`src/rtl/layer_io_pkg.sv`:
```
// Shared defaults, FSM state type and address-width helper for the layer I/O bridge.
package layer_io_pkg;

    localparam int unsigned N_DEFAULT     = 8;
    localparam int unsigned M_DEFAULT     = 8;
    localparam int unsigned WIDTH_DEFAULT = 12;

    typedef enum logic [1:0] {
        StIdle,
        StSend,
        StRecv,
        StDone
    } state_e;

    function automatic int unsigned addr_width(input int unsigned n, input int unsigned m);
        int unsigned mx;
        mx = (n > m) ? n : m;
        return (mx > 1) ? $clog2(mx) : 1;
    endfunction

endpackage

```
`src/rtl/vec_buffer.sv`:
```
// Register file with synchronous write and registered read; out-of-range accesses are dropped.
module vec_buffer #(
    parameter int unsigned DEPTH  = 8,
    parameter int unsigned WIDTH  = 12,
    parameter int unsigned ADDR_W = 3
) (
    input  logic              clk,
    input  logic              reset,
    input  logic              i_wr_en,
    input  logic [ADDR_W-1:0] i_wr_addr,
    input  logic [WIDTH-1:0]  i_wr_data,
    input  logic [ADDR_W-1:0] i_rd_addr,
    output logic [WIDTH-1:0]  o_rd_data
);

    logic [WIDTH-1:0] r_mem [DEPTH];
    logic [WIDTH-1:0] r_rd_data;

    // Storage carries no reset; only the read register does.
    always_ff @(posedge clk) begin
        if (i_wr_en && (32'(i_wr_addr) < DEPTH)) begin
            r_mem[i_wr_addr] <= i_wr_data;
        end
    end

    always_ff @(posedge clk or negedge reset) begin
        if (!reset) begin
            r_rd_data <= '0;
        end else if (32'(i_rd_addr) < DEPTH) begin
            r_rd_data <= r_mem[i_rd_addr];
        end else begin
            r_rd_data <= '0;
        end
    end

    assign o_rd_data = r_rd_data;

endmodule

```
`src/rtl/layer_io_bridge.sv`:
```
// Host-loaded vector streamed out to a layer, with the layer's result captured back for host reads.
module layer_io_bridge
    import layer_io_pkg::*;
#(
    parameter int unsigned N     = N_DEFAULT,
    parameter int unsigned M     = M_DEFAULT,
    parameter int unsigned WIDTH = WIDTH_DEFAULT,
    localparam int unsigned AW   = addr_width(N, M)
) (
    input  logic                    clk,
    input  logic                    reset,
    input  logic                    host_wr_en,
    input  logic [AW-1:0]           host_addr,
    input  logic signed [WIDTH-1:0] host_wr_data,
    input  logic                    start,
    output logic signed [WIDTH-1:0] host_rd_data,
    output logic                    busy,
    output logic                    done,
    output logic                    m_valid,
    input  logic                    m_ready,
    output logic signed [WIDTH-1:0] m_data,
    input  logic                    s_valid,
    output logic                    s_ready,
    input  logic signed [WIDTH-1:0] s_data
);

    localparam int unsigned TW = $clog2(N + 1);
    localparam int unsigned RW = $clog2(M + 1);
    localparam logic [TW-1:0] TX_LAST = TW'(N - 1);
    localparam logic [RW-1:0] RX_END  = RW'(M);

    state_e        r_state, w_state_d;
    logic [TW-1:0] r_tx, w_tx_d;
    logic [RW-1:0] r_rx, w_rx_d;
    logic          w_tx_fire, w_rx_fire, w_host_wr;

    assign busy      = (r_state == StSend) || (r_state == StRecv);
    assign done      = (r_state == StDone);
    assign m_valid   = (r_state == StSend);
    assign s_ready   = busy && (r_rx < RX_END);
    assign w_tx_fire = m_valid && m_ready;
    assign w_rx_fire = s_valid && s_ready;
    assign w_host_wr = host_wr_en && !busy;

    always_comb begin
        w_state_d = r_state;
        w_tx_d    = r_tx;
        w_rx_d    = r_rx;
        unique case (r_state)
            StIdle, StDone: begin
                if (start) begin
                    w_state_d = StSend;
                    w_tx_d    = '0;
                    w_rx_d    = '0;
                end
            end
            StSend: begin
                if (w_rx_fire) begin
                    w_rx_d = r_rx + 1'b1;
                end
                if (w_tx_fire) begin
                    w_tx_d = r_tx + 1'b1;
                    if (r_tx == TX_LAST) begin
                        // Receive side may already have finished while sending overlapped.
                        w_state_d = (w_rx_d == RX_END) ? StDone : StRecv;
                    end
                end
            end
            StRecv: begin
                if (w_rx_fire) begin
                    w_rx_d = r_rx + 1'b1;
                    if (w_rx_d == RX_END) begin
                        w_state_d = StDone;
                    end
                end
            end
            default: w_state_d = StIdle;
        endcase
    end

    always_ff @(posedge clk or negedge reset) begin
        if (!reset) begin
            r_state <= StIdle;
            r_tx    <= '0;
            r_rx    <= '0;
        end else begin
            r_state <= w_state_d;
            r_tx    <= w_tx_d;
            r_rx    <= w_rx_d;
        end
    end

    // Read address follows the next tx index so m_data is ready as the beat is presented.
    vec_buffer #(
        .DEPTH  (N),
        .WIDTH  (WIDTH),
        .ADDR_W (AW)
    ) u_in_buf (
        .clk       (clk),
        .reset     (reset),
        .i_wr_en   (w_host_wr),
        .i_wr_addr (host_addr),
        .i_wr_data (host_wr_data),
        .i_rd_addr (AW'(w_tx_d)),
        .o_rd_data (m_data)
    );

    vec_buffer #(
        .DEPTH  (M),
        .WIDTH  (WIDTH),
        .ADDR_W (AW)
    ) u_res_buf (
        .clk       (clk),
        .reset     (reset),
        .i_wr_en   (w_rx_fire),
        .i_wr_addr (AW'(r_rx)),
        .i_wr_data (s_data),
        .i_rd_addr (host_addr),
        .o_rd_data (host_rd_data)
    );

endmodule
```
`config.mk`:
```
export PLATFORM = sky130hd
export DESIGN_NAME = layer_io_bridge
export DESIGN_NICKNAME = d
export VERILOG_FILES = /design/src/rtl/layer_io_pkg.sv /design/src/rtl/vec_buffer.sv /design/src/rtl/layer_io_bridge.sv
export SDC_FILE = /design/constraint.sdc
export NUM_CORES = 1
export LEC_CHECK = 0
export CORE_MARGIN = 2
export CORE_UTILIZATION = 30
export CTS_CLUSTER_SIZE = 40
export DETAILED_ROUTE_END_ITERATION = 8
export PLACE_DENSITY = 0.57
export SYNTH_ARGS = -nofsm -noshare
export SYNTH_HDL_FRONTEND = slang
export SYNTH_SLANG_ARGS = --single-unit
```
`constraint.sdc`:
```
create_clock -name clk -period 3.59 [get_ports clk]
set_input_delay 0.718 -clock clk [delete_from_list [all_inputs] [get_ports clk]]
set_output_delay 0.718 -clock clk [all_outputs]
set_load 0.02 [all_outputs]
```
==> flow_summary.yaml <==
synth:
  avgSynthCellArea_um2: 19.5
  ys.flop_type: "edfxtp_1"
  seq_area_frac_synth_pct: 75.8
  synthCells: 448
  synthArstFlopShare_pct: 15.0
  syn_area_mm2: 0.00873
  syn_nets: 486
  synth-edff-count: 192
  synth_cell_types: 41
  yosysWarnings: 0
  ys_ff_latch: 226
placed_design:
  gp_congestion: 0.733
  port_buffers: 60
  dpl.hpwl_mm: 10.3
clock_network:
  htree_levels: 1
  post_cts_resized: 0
  clk_latency_ns: 0.50
  cts.sinks: 226
  cts_tree: "yes"
  postCtsSetupBuffers: 0
  cts-root-buf: "clkbuf_16"
  hold_buffers: 0
  clk_path_buf_depth: 3
  path_clk_slew_ns: 0.06
  numCtsBuffers: 23
critical_path:
  required_ns: 2.87
  cp.arrival_ns: 2.15
  cp_top_family: "buffers and inverters"
  critPathKind: "register to primary output"
  cp_num_buf_inv: 3
  end_kind: "primary output"
  critPathLaunchType: "register"
  max_stage_delay_ns: 0.61
  slowest_stage: "clkdlybuf4s50_1"
  crit_chain: "inv_1 > ha_1 > buf_4 > nor2_1 > clkdlybuf4s50_1"
  crit_fanout: 13
status:
  status: "complete, no violations"
routing:
  drc: 0
  drtAntennaViolNets: 0
  routedWlPerCell_um: 18.7
  viasPerCell: 4.66
  vias: 4359
  drtPass1Iterations: 5
  drtIter0Drc: 380
  routed_wl_mm: 17.5
sta:
  hold_slack_ns: 0.377
  slew_headroom_pct: 23.7
  finalSetupViolCount: 0
  rsz0062_at_grt: "false"
  period_minus_slack_ns: 2.86
  worst_pin_slew_ns: 1.14
  finalMaxSlewViolations: 0
  setup_tns_ns: 0
  layout_worst_path_cycle_share_pct: 79.8
  skew_ns: 0.0103
  hold_violations: 0
  timing.fmax_ghz: 0.349
global_route:
  antenna_found_initial: 1
  grt_overflow: 0
  grt_usage_pct: 11.6
  grt_pass1_wl_mm: 27.0
  grt_max_degree: 35
  grt_pass1_vias: 4601
power:
  internal-power_w: 0.00525
  p_comb_share_pct: 21.5
  sw_frac_of_total_pct: 25.6
  cellPowerDensity_mw_per_mm2: 664
  power.switching_w: 0.00180
  leakage_nw: 3.63
  clkPwrFrac_pct: 32.7
  seq_power_share_pct: 45.7
  vdd.ir_drop.worst_uv: 452
layout:
  final_common_cell: "edfxtp_1"
  final_nets: 574
  area_growth_pct: 21.7
  antennaDiodeCount: 0
  drive_gt1_share_pct: 18.7
  final_cell_mix: "192 x edfxtp_1, 59 x clkdlybuf4s50_1, 34 x dfrtp_1"
floorplanning:
  dieArea_mm2: 0.0305
  rows: 62
  core_area_mm2: 0.0287
  start_util_pct: 30.4
  io_pins: 61
  die-width_um: 175
  die_y_um: 175
flow_run:
  drv_cap: 0
hold_path:
  hold_class: "input pin to async pin"
power by group through the flow:
stage | Combinational (W) | Sequential [W] | Clock [W]
detailed placement | 0.00155 | 0.00328 | 0
finish | 0.00152 | 0.00323 | 0.00231
floorplan | 0.000880 | 0.00336 | 0
global placement | 0.00152 | 0.00327 | 0
CTS | 0.00155 | 0.00323 | 0.00237
global route | 0.00165 | 0.00325 | 0.00248
layer usage:
| layer | GRT usage [%] | part of all wire, % |
|---|---|---|
| met1 | 15.9 | 44 |
| met2 | 18.8 | 48 |
| met4 | 3.02 | 2.2 |
| met3 | 2.57 | 5.6 |
| met5 | 0 | 0 |
per-stage QoR:
step                      setup slack, ns  util [%]  std cells  power, W  instance area, µm²
after floorplan                     0.472         -        448   0.00424                8730
after global placement              0.261      34.5        895   0.00479                9900
after detailed placement            0.174      34.5        895   0.00484                9900
after CTS                           0.679      37.0        936   0.00716               10600
after global routing                0.552      37.0        936   0.00738               10600
final                               0.727      37.0        936   0.00706               10600
layout make-up:
class                           count  area (µm²)
Clock buffer                       35         641
Sequential cell                   226        6620
Timing Repair Buffer               86         803
Tap cell                          384         480
Inverter                            5        18.8
Multi-Input combinational cell    194        1980
Clock inverter                      6        86.3
Fill cell                        2686       18100
worst reg2reg max path, delay by kind of cell, from the launching register on:
family,cells,cell delay [ns]
AO/OA/AOI/OAI,1,0.90
multiplexers,2,0.71
flip-flops,1,0.37
AND/OR/NAND/NOR,2,0.34
adder cells (fa/ha/maj),1,0.29
buffers and inverters,1,0.07
synth_stat cells, types with 2 or more instances:
| cell | number | share of area [%] |
|---|---|---|
| dfrtp_1 | 34 | 9.7 |
| buf_2 | 2 | 0.11 |
| buf_1 | 3 | 0.13 |
| clkbuf_1 | 12 | 0.52 |
| edfxtp_1 | 192 | 66 |
| nor2_1 | 19 | 0.82 |
| a221oi_1 | 2 | 0.20 |
| inv_1 | 5 | 0.22 |
| nand3_1 | 4 | 0.23 |
| nor3_1 | 6 | 0.34 |
| a22oi_1 | 8 | 0.69 |
| ha_1 | 5 | 0.72 |
| a221o_1 | 3 | 0.34 |
| nand2_1 | 22 | 0.95 |
| mux2i_1 | 19 | 2.2 |
| o221ai_1 | 4 | 0.40 |
| mux4_1 | 14 | 4.2 |
| a22o_1 | 4 | 0.40 |
| buf_6 | 5 | 0.64 |
| a21o_1 | 3 | 0.26 |
| o21ai_0 | 11 | 0.63 |
| nand2b_1 | 6 | 0.43 |
| nor2b_1 | 4 | 0.29 |
| a21oi_1 | 6 | 0.34 |
| mux2_2 | 21 | 2.7 |
| mux4_2 | 19 | 4.9 |
logic make-up (layout without fill, tap and decap cells):
logic type | after synthesis | in the layout | synth area share (%)
adder cells (fa/ha/maj) | 5 | 5 | 0.717
AO/OA/AOI/OAI | 45 | 45 | 3.77
AND/OR/NAND/NOR | 69 | 69 | 3.81
multiplexers | 73 | 73 | 14.0
buffers and inverters | 28 | 132 | 1.71
flip-flops | 226 | 226 | 75.8
XOR/XNOR | 2 | 2 | 0.201
state kept, by name (all words and copies together) (netlist names):
name,cells
u_in_buf.r_mem,96
u_res_buf.r_mem,96
u_in_buf.o_rd_data,12
u_res_buf.o_rd_data,12
r_rx,4
r_tx,4
r_state,2
path summary, 6_finish.rpt:
check / startpoint / end / slack [ns] / depth (start not counted)
worst max-delay path: r_state[0] / s_ready / 0.73 / 5
worst min-delay path: reset / u_in_buf.o_rd_data[2] / 0.38 / 1
worst max register to register: r_state[0] / u_in_buf.o_rd_data[1] / 0.79 / 7
worst min register to register: r_rx[3] / r_rx[3] / 0.57 / 1
max in group asynchronous: reset / r_state[1] / 2.60 / 1
min in group clk: r_rx[3] / r_rx[3] / 0.57 / 1
Power figures use the tool's default switching activity.
==> patch, RTL diff (config.mk and constraints unchanged) <==
Encoding of `state_e`: now one-hot (4 bits for 4 states).
--- a/src/rtl/layer_io_pkg.sv
+++ b/src/rtl/layer_io_pkg.sv
@@ -6,9 +6,9 @@
     localparam int unsigned WIDTH_DEFAULT = 12;
 
-    typedef enum logic [1:0] {
-        StIdle,
-        StSend,
-        StRecv,
-        StDone
+    typedef enum logic [3:0] {
+        StIdle = 4'b0001,
+        StSend = 4'b0010,
+        StRecv = 4'b0100,
+        StDone = 4'b1000
     } state_e;
 
Behaviour: no difference found for any inputs over 4 cycles, from zero or initial values and one cycle with reset low; so few cycles prove little.
==> patch against the unedited design <==
- cell area up 2.0%
- sequential cell count is 2 higher
- setup slack got worse by 0.35 ns
- wire length increased by 7.4%
- cell count rose by 6.3%
- total power is 3.1% lower
- combinational power is 9.9% lower
- synthesized cell count grew 11%
- sequential share of layout area decreased by 0.73 points
- via count increased by 6.9%
- die area rose by 1.9%
- area after synthesis up 2.0%
==> patch: results <==
{
  "outcome": "finished clean",
  "dp_cells": 952,
  "first_pass_iters": 6,
  "met3_usage_pct": 2.76,
  "wl_met3_um": 945,
  "drive_gt1_share_pct": 22.2,
  "fin_worst_skew_ns": 0.00973,
  "critPathArrivalTime_ns": 2.49,
  "drt_iter0_markers": 346,
  "layout.nets": 623,
  "synth_nets": 534,
  "layout.cells.non_filler": 995,
  "viasPerCell": 4.68,
  "placed_area_um2": 10100,
  "grtUsageTotal_pct": 12.2,
  "worstPathMaxFanout": 11,
  "synthTopCellsByCount": "edfxtp_1, mux2_2, dfrtp_1, nand2_1, nor2_1",
  "grt_max_degree": 50,
  "grtUsageMet2_pct": 21.4,
  "post-place-ws_ns": 0.302,
  "grt_pass1_wl_um": 28900,
  "wl_met2_um": 9510,
  "seq_area_frac_synth_pct": 74.9,
  "ir_worst_vdd_uv": 259,
  "cp_slowest_stage_delay_ns": 0.56,
  "yosys-top-cells-area": "edfxtp_1, dfrtp_1, mux4_2, mux2_2, nand2_1",
  "numCtsBuffers": 24,
  "wirelength_um": 18800,
  "met1_length_um": 8090,
  "slew_headroom_pct": 37.3,
  "place_congestion": 0.743,
  "syn_area_per_cell_um2": 17.8,
  "p_leak_uw": 0.00367,
  "synth.distinct_cells": 49
}
[patch: cell types whose count changed in the layout (fill, tap and decap cells not counted), moves of 7 or more]
| cell | delta |
|---|---|
| mux2_1 | +8 |
| mux2i_1 | -11 |
| o22a_1 | +12 |
| nor2_1 | +7 |
| mux4_1 | -14 |
| mux2_2 | +18 |
| nand2_1 | +8 |
[patch: layout make-up]
type / count / area [um^2]
antenna: 1 / 2.50
sequential: 228 / 6670
clock inverter: 12 / 63.8
clock buffer: 30 / 654
timing repair buffer: 86 / 798
inverter: 1 / 3.75
multi-input combinational: 247 / 2160
tap: 390 / 488
fill: 2732 / 18600
[patch: where the power goes]
group | switching [uW] | internal [uW] | total [uW]
combinational | 705 | 666 | 1370
clock | 969 | 1290 | 2260
sequential | 133 | 3080 | 3210
total | 1810 | 5030 | 6840
[patch: worst max-delay path: cells and delay by family, from the launching register on]
family	cells	cell delay [ns]
buf+inv	2	0.70
xor+xnor	1	0.43
simple gates	1	0.35
flops	1	0.51
[patch: cell families (layout without fill, tap and decap cells)]
kind of cell	count (synthesis)	count (layout)	synth area share, %
buffers and inverters	24	129	1.17
flip-flops	228	228	74.9
AO/OA/AOI/OAI	59	59	4.71
XOR/XNOR	4	4	0.394
other	0	1	0
multiplexers	77	77	12.4
adder cells (fa/ha/maj)	2	2	0.281
AND/OR/NAND/NOR	105	105	6.14
[patch: path summary, 6_finish.rpt]
kind	startpoint	end	slack, ns	cells past startpoint
worst min-delay path	reset	r_tx[3]	0.23	1
worst min register to register	r_tx[3]	r_tx[3]	0.49	1
worst max register to register	r_state[3]	u_in_buf.o_rd_data[8]	1.02	6
min in group clk	r_tx[3]	r_tx[3]	0.49	1
max in group asynchronous	reset	r_state[0]	2.57	2
worst max-delay path	r_state[2]	busy	0.38	4
